File: src/rtl/read_cycle.sv
// read_cycle: bus-master FSM for one RTC read transaction on the multiplexed
// AD/CS/RD/WR interface. Address phase strobed with WR, bus turnaround,
// read strobe with data capture, then recovery.
// Optional build macro: READ_ABORT_EN adds abort/aborted ports.
module read_cycle #(
  parameter int unsigned T_ACC = 4,
  parameter int unsigned T_ADT = 2,
  parameter int unsigned T_W   = 3,
  parameter int unsigned T_RD  = 4,
  parameter int unsigned CW    = 4
) (
  input  logic         clk,
  input  logic         rst,
  input  logic         start,
  input  logic [7:0]   addr,
  input  logic [7:0]   data_in,
`ifdef READ_ABORT_EN
  input  logic         abort,
  output logic         aborted,
`endif
  output logic [7:0]   bus_out,
  output logic         bus_oe,
  output logic [7:0]   data_out,
  output logic         AD,
  output logic         CS,
  output logic         RD,
  output logic         WR,
  output logic         ad_mux,
  output logic         busy,
  output logic         read_end,
  output logic [2:0]   state
);

  localparam int unsigned DW = 8;

  // Effective phase lengths: zero is treated as one cycle.
  localparam int unsigned E_ACC = (T_ACC == 0) ? 1 : T_ACC;
  localparam int unsigned E_ADT = (T_ADT == 0) ? 1 : T_ADT;
  localparam int unsigned E_W   = (T_W   == 0) ? 1 : T_W;
  localparam int unsigned E_RD  = (T_RD  == 0) ? 1 : T_RD;

  localparam logic [CW-1:0] L_ACC = CW'(E_ACC - 1);
  localparam logic [CW-1:0] L_ADT = CW'(E_ADT - 1);
  localparam logic [CW-1:0] L_W   = CW'(E_W - 1);
  localparam logic [CW-1:0] L_RD  = CW'(E_RD - 1);

  typedef enum logic [2:0] {
    R0 = 3'd0,
    R1 = 3'd1,
    R2 = 3'd2,
    R3 = 3'd3,
    R4 = 3'd4,
    R5 = 3'd5,
    R6 = 3'd6,
    R7 = 3'd7
  } state_t;

  state_t          r_state;
  state_t          w_next;
  logic [CW-1:0]   r_cnt;
  logic [CW-1:0]   w_cnt;
  logic            w_timer_end;
  logic            w_ld_addr;
  logic            w_cap;
  logic [DW-1:0]   r_addr_q;
  logic [DW-1:0]   r_data_out;
  logic [6:0]      w_ctl;
  logic [6:0]      r_ctl;
  logic            r_busy;

`ifdef READ_ABORT_EN
  logic            r_abrt;
  logic            w_abrt_set;
  logic            r_aborted;
`endif

  // Strobe decode per state: {AD, CS, RD, WR, ad_mux, bus_oe, read_end}.
  function automatic logic [6:0] decode(input state_t s);
    logic [6:0] v;
    v = 7'b1111000;
    unique case (s)
      R0: v = 7'b1111000;
      R1: v = 7'b0111010;
      R2: v = 7'b0010010;
      R3: v = 7'b0111010;
      R4: v = 7'b1111100;
      R5: v = 7'b1001100;
      R6: v = 7'b1111100;
      R7: v = 7'b1111101;
    endcase
    return v;
  endfunction

  assign w_timer_end = (r_cnt == '0);

  // Next-state, phase timer reload and capture/latch enables.
  always_comb begin
    w_next    = r_state;
    w_cnt     = w_timer_end ? '0 : (r_cnt - CW'(1));
    w_ld_addr = 1'b0;
    w_cap     = 1'b0;
`ifdef READ_ABORT_EN
    w_abrt_set = 1'b0;
`endif
    unique case (r_state)
      R0: begin
        if (start) begin
          w_next    = R1;
          w_ld_addr = 1'b1;
        end
      end
      R1: begin
        w_next = R2;
        w_cnt  = L_ACC;
      end
      R2: begin
        if (w_timer_end) begin
          w_next = R3;
          w_cnt  = L_ADT;
        end
      end
      R3: begin
        if (w_timer_end) begin
          w_next = R4;
          w_cnt  = L_W;
        end
      end
      R4: begin
        if (w_timer_end) begin
          w_next = R5;
          w_cnt  = L_RD;
        end
      end
      R5: begin
        if (w_timer_end) begin
          w_next = R6;
          w_cnt  = L_W;
          w_cap  = 1'b1;
        end
      end
      R6: begin
        if (w_timer_end) begin
`ifdef READ_ABORT_EN
          w_next = r_abrt ? R0 : R7;
`else
          w_next = R7;
`endif
        end
      end
      R7: begin
        w_next = R0;
      end
    endcase
`ifdef READ_ABORT_EN
    // Abort during the active phases jumps straight to recovery without capture.
    if (abort && (r_state inside {R1, R2, R3, R4, R5})) begin
      w_next     = R6;
      w_cnt      = L_W;
      w_cap      = 1'b0;
      w_abrt_set = 1'b1;
    end
`endif
    w_ctl = decode(w_next);
  end

  // State, timer, latched address, captured byte and registered strobes.
  always_ff @(posedge clk) begin
    if (!rst) begin
      r_state    <= R0;
      r_cnt      <= '0;
      r_addr_q   <= '0;
      r_data_out <= '0;
      r_ctl      <= decode(R0);
      r_busy     <= 1'b0;
    end else begin
      r_state <= w_next;
      r_cnt   <= w_cnt;
      r_ctl   <= w_ctl;
      r_busy  <= (w_next != R0);
      if (w_ld_addr) r_addr_q <= addr;
      if (w_cap)     r_data_out <= data_in;
    end
  end

`ifdef READ_ABORT_EN
  // Abort bookkeeping: remember the abort, pulse aborted on return to idle.
  always_ff @(posedge clk) begin
    if (!rst) begin
      r_abrt    <= 1'b0;
      r_aborted <= 1'b0;
    end else begin
      r_aborted <= r_abrt && (r_state == R6) && (w_next == R0);
      if (w_abrt_set)         r_abrt <= 1'b1;
      else if (w_next == R0)  r_abrt <= 1'b0;
    end
  end

  assign aborted = r_aborted;
`endif

  assign {AD, CS, RD, WR, ad_mux, bus_oe, read_end} = r_ctl;
  assign bus_out  = r_addr_q;
  assign data_out = r_data_out;
  assign busy     = r_busy;
  assign state    = r_state;

endmodule

File: config.mk
export PLATFORM = sky130hd
export DESIGN_NAME = read_cycle
export DESIGN_NICKNAME = d
export VERILOG_FILES = /design/src/rtl/read_cycle.sv
export SDC_FILE = /design/constraint.sdc
export NUM_CORES = 1
export LEC_CHECK = 0
export BUFFER_PORTS_ARGS = -buffer_cell sky130_fd_sc_hd__buf_4
export CORE_UTILIZATION = 45
export CTS_CLUSTER_SIZE = 24
export DETAILED_ROUTE_END_ITERATION = 6
export PLACE_DENSITY = 0.72
export SLEW_MARGIN = 20
export SYNTH_ARGS = -nofsm -noshare
export SYNTH_HDL_FRONTEND = slang
export SYNTH_SLANG_ARGS = --single-unit
File: constraint.sdc
create_clock -name clk -period 3.4 [get_ports clk]
set_input_delay 0.68 -clock clk [delete_from_list [all_inputs] [get_ports clk]]
set_output_delay 0.68 -clock clk [all_outputs]
set_load 0.005 [all_outputs]
# Word level (Yosys, flattened, before mapping)
# Memory sizes are Yosys's and may differ from the RTL's. A register that Yosys moved wholly into a read port is not among the register bits.
# Index checks and enable logic that the tools add are counted.
totals:
  ff_bits: 24
  latch_bits: 0
  ram_bits: 0
  romBits: 56
  in_bits: 19
  output_inout_bits: 27
  mem_count: 1
memory_table:
  columns: ["name", "words", "word_bits", "rd", "rd_ports_with_merged_regs", "wr", "line", "rtl"]
  rows:
  - ["(name not given)", 8, 7, 1, 1, 0, "81", "unique case (s)"]
op_classes:
  addsub: 1
  n_mul: 0
  div_mod_pow: 0
  magnitude_cmp: 0
  eq_ne: 7
  n_shift: 0
  muxes: 16
  bitwise: 0
  n_reduce_logical: 5
op_table:
  columns: ["operator", "count"]
  rows:
  - ["case mux 3 bit (8 select lines)", 1]
  - ["two-way mux 3 bit", 6]
  - ["two-way mux 4 bit", 4]
  - ["case mux 4 bit (4 select lines)", 1]
  - ["equality test 3 bit, second input constant", 4]
  - ["equality test 3 x 2 -> 1 bit, second input constant", 2]
  - ["zero test 4 bit", 1]
  - ["two-way mux 1 bit", 4]
  - ["subtractor 4 x 1 -> 4 bit, second input constant", 1]
  - ["equality test 3 x 1 -> 1 bit, second input constant", 1]
  - ["zero test 3 bit", 1]
  - ["nonzero test 3 bit", 1]
  - ["OR reduction 2 bit", 1]
  - ["zero test 1 bit", 1]

# Longest topological paths before layout
# Gate-level depths: netlist (run 1).
logic_depth:
  depth_word: 4
  depth_mapped: 5
  depth_no_buf: 3

# Worst setup path before layout (run 1)
# OpenSTA, ideal clock, no wires.
synth_path:
  path_type: "input to register"
  startpoint: "in start"
  endpoint: "reg r_addr_q[0], in the netlist bus_out[0]"
  setup_ns: 0.116
  t_arrival_ns: 1.388
  t_required_ns: 3.284
  setup_slack_ns: 1.896
  stages: 4
  path_buffers: 1
  cell_sequence: "or4b_1 > clkbuf_1 > nand2_1 > a21boi_1"
synth_via:
  elab_chain_cells: 2
synth_lines:
  columns: ["element", "line", "rtl"]
  rows:
  - ["from (decl)", "14", "input logic start,"]
  - ["two-way mux 1 bit", "107", "if (start) begin"]
  - ["two-way mux 1 bit", "105", "unique case (r_state)"]
  - ["to (signal assigned)", "180", "if (w_ld_addr) r_addr_q <= addr;"]
  - ["to (decl)", "65", "logic [DW-1:0] r_addr_q;"]
# Every way passes these cells.
# A chain may end at the register's enable or synchronous reset.

# Worst setup path in the final report (run 1)
layout_path:
  startpoint: "reg r_state[0], in the netlist state[0]"
  endpoint: "out state[0]"
layout_rtl:
  columns: ["element", "line", "rtl"]
  rows:
  - ["from (decl)", "58", "state_t r_state;"]
  - ["from (signal assigned)", "176", "r_state <= w_next;"]
  - ["to (decl)", "31", "output logic [2:0] state"]
# No word-level cell between the ends.

==> impl_metrics.toml, run 1 <==
[outcome]
status = "completed"

[worst_setup_path]
crit_arrival_ns = 1.27
cp_top_family = "flip-flops"
crit_type = "register to output port"
worst-path-buf-inv = 1
end_kind = "output port"
cp_slowest_cell = "dfxtp_1"
crit_required_ns = 2.72
crit_path_max_fanout = 19
startpoint_type = "register"
crit_chain = "buf_4"
slowest_delay_ns = 0.72

[power_and_ir_drop]
power.leakage_nw = 0.713
power-per-cell-area_nw_per_um2 = 670
peakVddDrop_mv = 0.429

[timing]
skew_ns = 0.00271
whs_ns = 0.463
period_minus_slack_ns = 1.95
finalCritPeriodShare_pct = 57.4
tightest_slew_ns = 0.738
worst_slew_margin_rel_pct = 50.4
fmax_mhz = 512
maxSlewViolCount = 0
final-setup-viol-count = 0
rsz0062_at_grt = "false"
setup_tns_ns = 0
final-hold-violation-count = 0

[cts]
htreeDepth = 2
clock-sinks = 30
cts_buffer_depth = 2
path_clk_slew_ns = 0.09
postCtsSetupRepairBufs = 0
clock-root-buffer = "clkbuf_4"
tritoncts = "yes"
cts_resized = 0
worst_skew_pair.late_latency_ns = 0.33
hold_buffers = 0
numCtsBuffers = 5

[layout]
syn_to_final_growth_pct = 28.2
n_fill_cell = 259
fin_nets = 204
layout_commonest_cell = "buf_4"
stdcell_area_um2 = 1680
drive_gt1_share_pct = 30.3
antenna_cells = 0
final_cell_mix = "45 x buf_4, 38 x nand2_1, 30 x dfxtp_1"
final-instance-count-excl-fill = 216

[worst_hold_path]
min_path_type = "register to register"

[logic_synthesis]
async_flop_share_pct = 0
synth_cells = 144
seq_area_frac_synth_pct = 45.8
synth_cell_type_count = 39
netlist.area_leader.share_pct = 45.8
synth_top_family_by_area = "simple AND/OR/NAND/NOR gates"
yosys.area_share.simple_pct = 24.7
synth_adder_area_share_pct = 0
synth_area_leaders = "dfxtp_1 46%, nand2_1 11%, mux2i_1 6.1%, a21boi_1 5.7%, clkbuf_8 2.1%"
synth_edf_count = 0
synth_area_per_cell_um2 = 9.10
synth_fp_nets = 163
synth-xor-area-share_pct = 0.669
muxShareOfSynthArea_pct = 6.11
synth_top_area_cell = "dfxtp_1"
synth_ff_type = "dfxtp_1"
netlist_area_um2 = 1310
yosys_register_bits = 30
synth_warnings = 0
synth_compound_area_share_pct = 15.3

[global_routing]
gr-total-overflow = 0
grt_pass1_wl_um = 4460
grt_pass1_vias = 1044
antenna_found_initial = 0
grt_max_degree = 38
grt.total_usage_pct = 18.3

[routing]
wl_um = 2600
ant_nets = 0
drt-pass1-iter-count = 4
vias = 1135
wl_per_cell_um = 12.0
vias_per_cell = 5.25
drc = 0
drtIter0Drc = 23

[placed_design]
io_buffers = 45
place_inst = 209
placed_cell_area_um2 = 1600
gp_congestion = 0.795
place_hpwl_um = 1820

[die]
dieHeight_um = 56.0
dieArea_um2 = 3130
core_area_um2 = 2760
die_w_um = 56.0
rows = 19
io_pins = 46
initial_core_util_pct = 47.5

[job]
max-cap-violations = 0
==> power by group <==
part           leakage (nW)  total, mW  switching, mW  internal [mW]
clock                0.0443      0.291          0.120          0.171
combinational         0.423      0.337          0.158          0.179
sequential            0.245      0.497         0.0858          0.411
==> flip-flops by register name (all words and copies together) (netlist names) <==
name and count:
bus_out 8, busy 1, data_out 8, r_cnt 4, r_ctl 7, state 2
==> per-layer routing <==
metal	share of wire, %	wire length (µm)	up-vias	global-route usage (%)
met3	5.7	147	5	6.98
met4	1.3	35	0	8.36
met1	43	1130	516	20.4
met2	49	1290	34	31.0
met5	0	0	-	0
li1	-	-	580	-
==> synthesized netlist by cell type (2+ instances only) <==
library cell	number
nor2_1	3
a21boi_1	10
o2111ai_1	2
dfxtp_1	30
buf_4	3
nand2_1	38
nor2b_1	4
or3b_1	2
o21ai_1	4
clkbuf_8	2
mux2i_1	8
nand3_1	4
clkbuf_1	4
a21oi_1	3
nand2b_1	2
nor4_1	2
==> cells by family (layout without fill, tap and decap cells) <==
| kind of cell | Yosys count | count (layout) |
|---|---|---|
| buffers and inverters | 13 | 54 |
| AND/OR/NAND/NOR | 64 | 64 |
| AO/OA/AOI/OAI | 28 | 28 |
| XOR/XNOR | 1 | 1 |
| flip-flops | 30 | 30 |
| multiplexers | 8 | 8 |
==> layout make-up <==
| cell class | count | area (µm²) | area share (%) |
|---|---|---|---|
| Clock buffer | 6 | 51.3 | 3.06 |
| Inverter | 2 | 7.51 | 0.447 |
| Sequential cell | 30 | 601 | 35.8 |
| Clock inverter | 1 | 30.0 | 1.79 |
| Timing Repair Buffer | 45 | 338 | 20.1 |
| Tap cell | 31 | 38.8 | 2.31 |
| Multi-Input combinational cell | 101 | 613 | 36.5 |
==> metrics by stage <==
stage / utilization [%] / total power [mW] / setup slack [ns]
finish: 60.9 / 1.12 / 1.45
global route: 60.9 / 1.20 / 1.30
CTS: 60.9 / 1.14 / 1.43
detailed placement: 57.9 / 0.845 / 1.48
global placement: 57.9 / 0.830 / 1.58
floorplan: - / 0.725 / 1.90
==> worst paths after layout <==
kind | startpoint | to | slack, ns | depth (start not counted)
max | state[0]$_SDFF_PN0_ | state[0] | 1.45 | 1
min | bus_out[5]$_SDFFE_PN0P_ | bus_out[5]$_SDFFE_PN0P_ | 0.46 | 2
max reg2reg | r_cnt[2]$_SDFF_PN0_ | data_out[6]$_SDFFE_PN0P_ | 1.48 | 3
min reg2reg | bus_out[5]$_SDFFE_PN0P_ | bus_out[5]$_SDFFE_PN0P_ | 0.46 | 2
(Power assumes the default switching activity.)
==> run 2: changes to the inputs <==
--- a/config.mk
+++ b/config.mk
@@ -6,10 +6,10 @@
 export NUM_CORES = 1
 export LEC_CHECK = 0
 export BUFFER_PORTS_ARGS = -buffer_cell sky130_fd_sc_hd__buf_4
-export CORE_UTILIZATION = 45
+export CORE_UTILIZATION = 44
 export CTS_CLUSTER_SIZE = 24
 export DETAILED_ROUTE_END_ITERATION = 6
-export PLACE_DENSITY = 0.72
+export PLACE_DENSITY = 0.74
 export SLEW_MARGIN = 20
 export SYNTH_ARGS = -nofsm -noshare
 export SYNTH_HDL_FRONTEND = slang
==> constraint.sdc (replaced) <==
create_clock -name clk -period 1.7 [get_ports clk]
set_input_delay 0.34 -clock clk [delete_from_list [all_inputs] [get_ports clk]]
set_output_delay 0.34 -clock clk [all_outputs]
set_load 0.005 [all_outputs]
==> run 2 against run 1 <==
Hold slack worse by 0.23 ns. Sequential share of layout area down 0.81 points. Flip-flop and latch count unchanged. Clock power up 48%. Setup slack worse by 1.3 ns. Cell area up 2.3%. Via count up 3.6%. Clock skew up 0.0038 ns. Combinational power up 140%. Total power up 95%. Non-clock buffer count up 8. Global-route usage up 1.1 points.
==> impl_metrics.toml, run 2 (same netlist as run 1, synthesis figures left out) <==
[timing]
tightest_slew_ns = 0.368
skew_ns = 0.00651
maxSlewViolCount = 0
whs_ns = 0.234
fmax_mhz = 662
final-hold-violation-count = 0
finalCritPeriodShare_pct = 88.8
rsz0062_at_grt = "false"
worst_slew_margin_rel_pct = 75.3
fin_ws_ns = 0.190
setup_tns_ns = 0
period_minus_slack_ns = 1.51
final-setup-viol-count = 0

[power_and_ir_drop]
peakVddDrop_mv = 0.762
power_mw = 2.19
switchingPower_mw = 0.747
p_comb_share_pct = 37.6
pwr-share-seq_pct = 42.7
p_int_mw = 1.45
clkPwrFrac_pct = 19.7
p_sw_share_pct = 34.1
power-per-cell-area_nw_per_um2 = 1280
power.leakage_nw = 0.745

[worst_hold_path]
min_path_type = "input pin to register"
hold_end = "r_ctl[6]$_SDFF_PP1_"
min_path_cells = 2
min_from = "start"

[worst_setup_path]
startpoint_type = "register"
slowest_delay_ns = 0.59
rr_worst_depth = 3
end_kind = "register"
crit_arrival_ns = 1.77
cp_slowest_cell = "or4_4"
crit_required_ns = 1.96
r2r_end = "r_ctl[2]$_SDFF_PN0_"
crit_type = "register to register"
crit_chain = "or4_4 -> or3_1 -> a21boi_1"
crit_path_max_fanout = 6
worstReg2RegStart = "r_cnt[2]$_SDFF_PN0_"
rrSetupSlack_ns = 0.19

[routing]
dr_wl_met3_um = 155
drtIter0Drc = 16
vias_per_cell = 5.23
m1WireLength_um = 1200
wl_um = 2850
ant_nets = 0
drc = 0
wl_per_cell_um = 12.7
drt-pass1-iter-count = 4
met2WireLength_um = 1430
routed.top_layer = "met4"
vias = 1176

[cts]
path_clk_slew_ns = 0.09
clock-sinks = 30
hold_buffers = 0
cts_resized = 0
numCtsBuffers = 5
worst_skew_pair.late_latency_ns = 0.33
htreeDepth = 2
tritoncts = "yes"
cts_buffer_depth = 2
clock-root-buffer = "clkbuf_4"
postCtsSetupRepairBufs = 0

[die]
io_pins = 46
rows = 19
dieArea_um2 = 3200
die_w_um = 56.6
initial_core_util_pct = 47.1
dieHeight_um = 56.6
core_area_um2 = 2780

[layout]
antenna_cells = 0
fin_nets = 212
syn_to_final_growth_pct = 31.1
layout_commonest_cell = "buf_4"
n_fill_cell = 256
final_cell_mix = "53 x buf_4, 38 x nand2_1, 30 x dfxtp_1"
stdcell_area_um2 = 1720
drive_gt1_share_pct = 33.0

[job]
max-cap-violations = 0

[global_routing]
grt_max_degree = 38
gr-total-overflow = 0
grt_pass1_vias = 1168
grt_pass1_wl_um = 4770
antenna_found_initial = 0
grt.total_usage_pct = 19.4

[outcome]
status = "completed"

[placed_design]
placed_cell_area_um2 = 1660
io_buffers = 45
gp_congestion = 0.762
pre_cts_slack_ns = 0.211
place_hpwl_um = 2080
-- run 2: area by class of cell --
class	count	area [µm²]	share of cell area (%)
tap	31	38.8	2.26
timing repair buffer	53	398	23.2
inverter	2	7.51	0.437
sequential	30	601	35.0
clock inverter	1	5.00	0.291
clock buffer	7	55.1	3.20
multi-input combinational	101	613	35.7
-- run 2: worst max path at each step --
stage                        start                  endpoint  slack, ns  depth (start not counted)
2_1_floorplan  r_cnt[2]$_SDFF_PN0_  data_out[0]$_SDFFE_PN0P_       0.25                          4
3_3_place_gp   r_cnt[2]$_SDFF_PN0_       r_ctl[2]$_SDFF_PN0_       0.25                          3
3_5_place_dp   r_cnt[2]$_SDFF_PN0_       r_ctl[2]$_SDFF_PN0_       0.21                          3
4_1_cts        state[1]$_SDFF_PN0_                  state[1]       0.18                          2
5_1_grt        r_cnt[2]$_SDFF_PN0_       r_ctl[2]$_SDFF_PN0_       0.11                          3
6_report       r_cnt[2]$_SDFF_PN0_       r_ctl[2]$_SDFF_PN0_       0.19                          3
-- run 2: power groups by stage --
stage | Sequential, mW | Combinational (mW) | Clock (mW)
after floorplan | 0.933 | 0.517 | 0
after global placement | 0.939 | 0.791 | 0
after detailed placement | 0.954 | 0.825 | 0
after CTS | 0.936 | 0.828 | 0.449
after global routing | 0.952 | 0.908 | 0.472
final | 0.936 | 0.824 | 0.432
-- run 2: metrics by stage --
stage / instances / util (%)
5_1_grt: 225 / 61.8
4_1_cts: 225 / 61.8
3_5_place_dp: 217 / 59.6
3_3_place_gp: 217 / 59.6
2_1_floorplan: 144 / -
6_report: 225 / 61.8
-- run 2: critical path, delay by kind of cell, from the launching register on --
kind	cells	cell delay, ns
simple gates	2	0.95
flops	1	0.37
compound gates	1	0.13
-- run 2: metal layers --
metal | vias up | GRT usage, %
li1 | 593 | -
met1 | 543 | 19.2
met2 | 33 | 34.8
met3 | 7 | 7.60
met4 | 0 | 9.41
met5 | - | 0
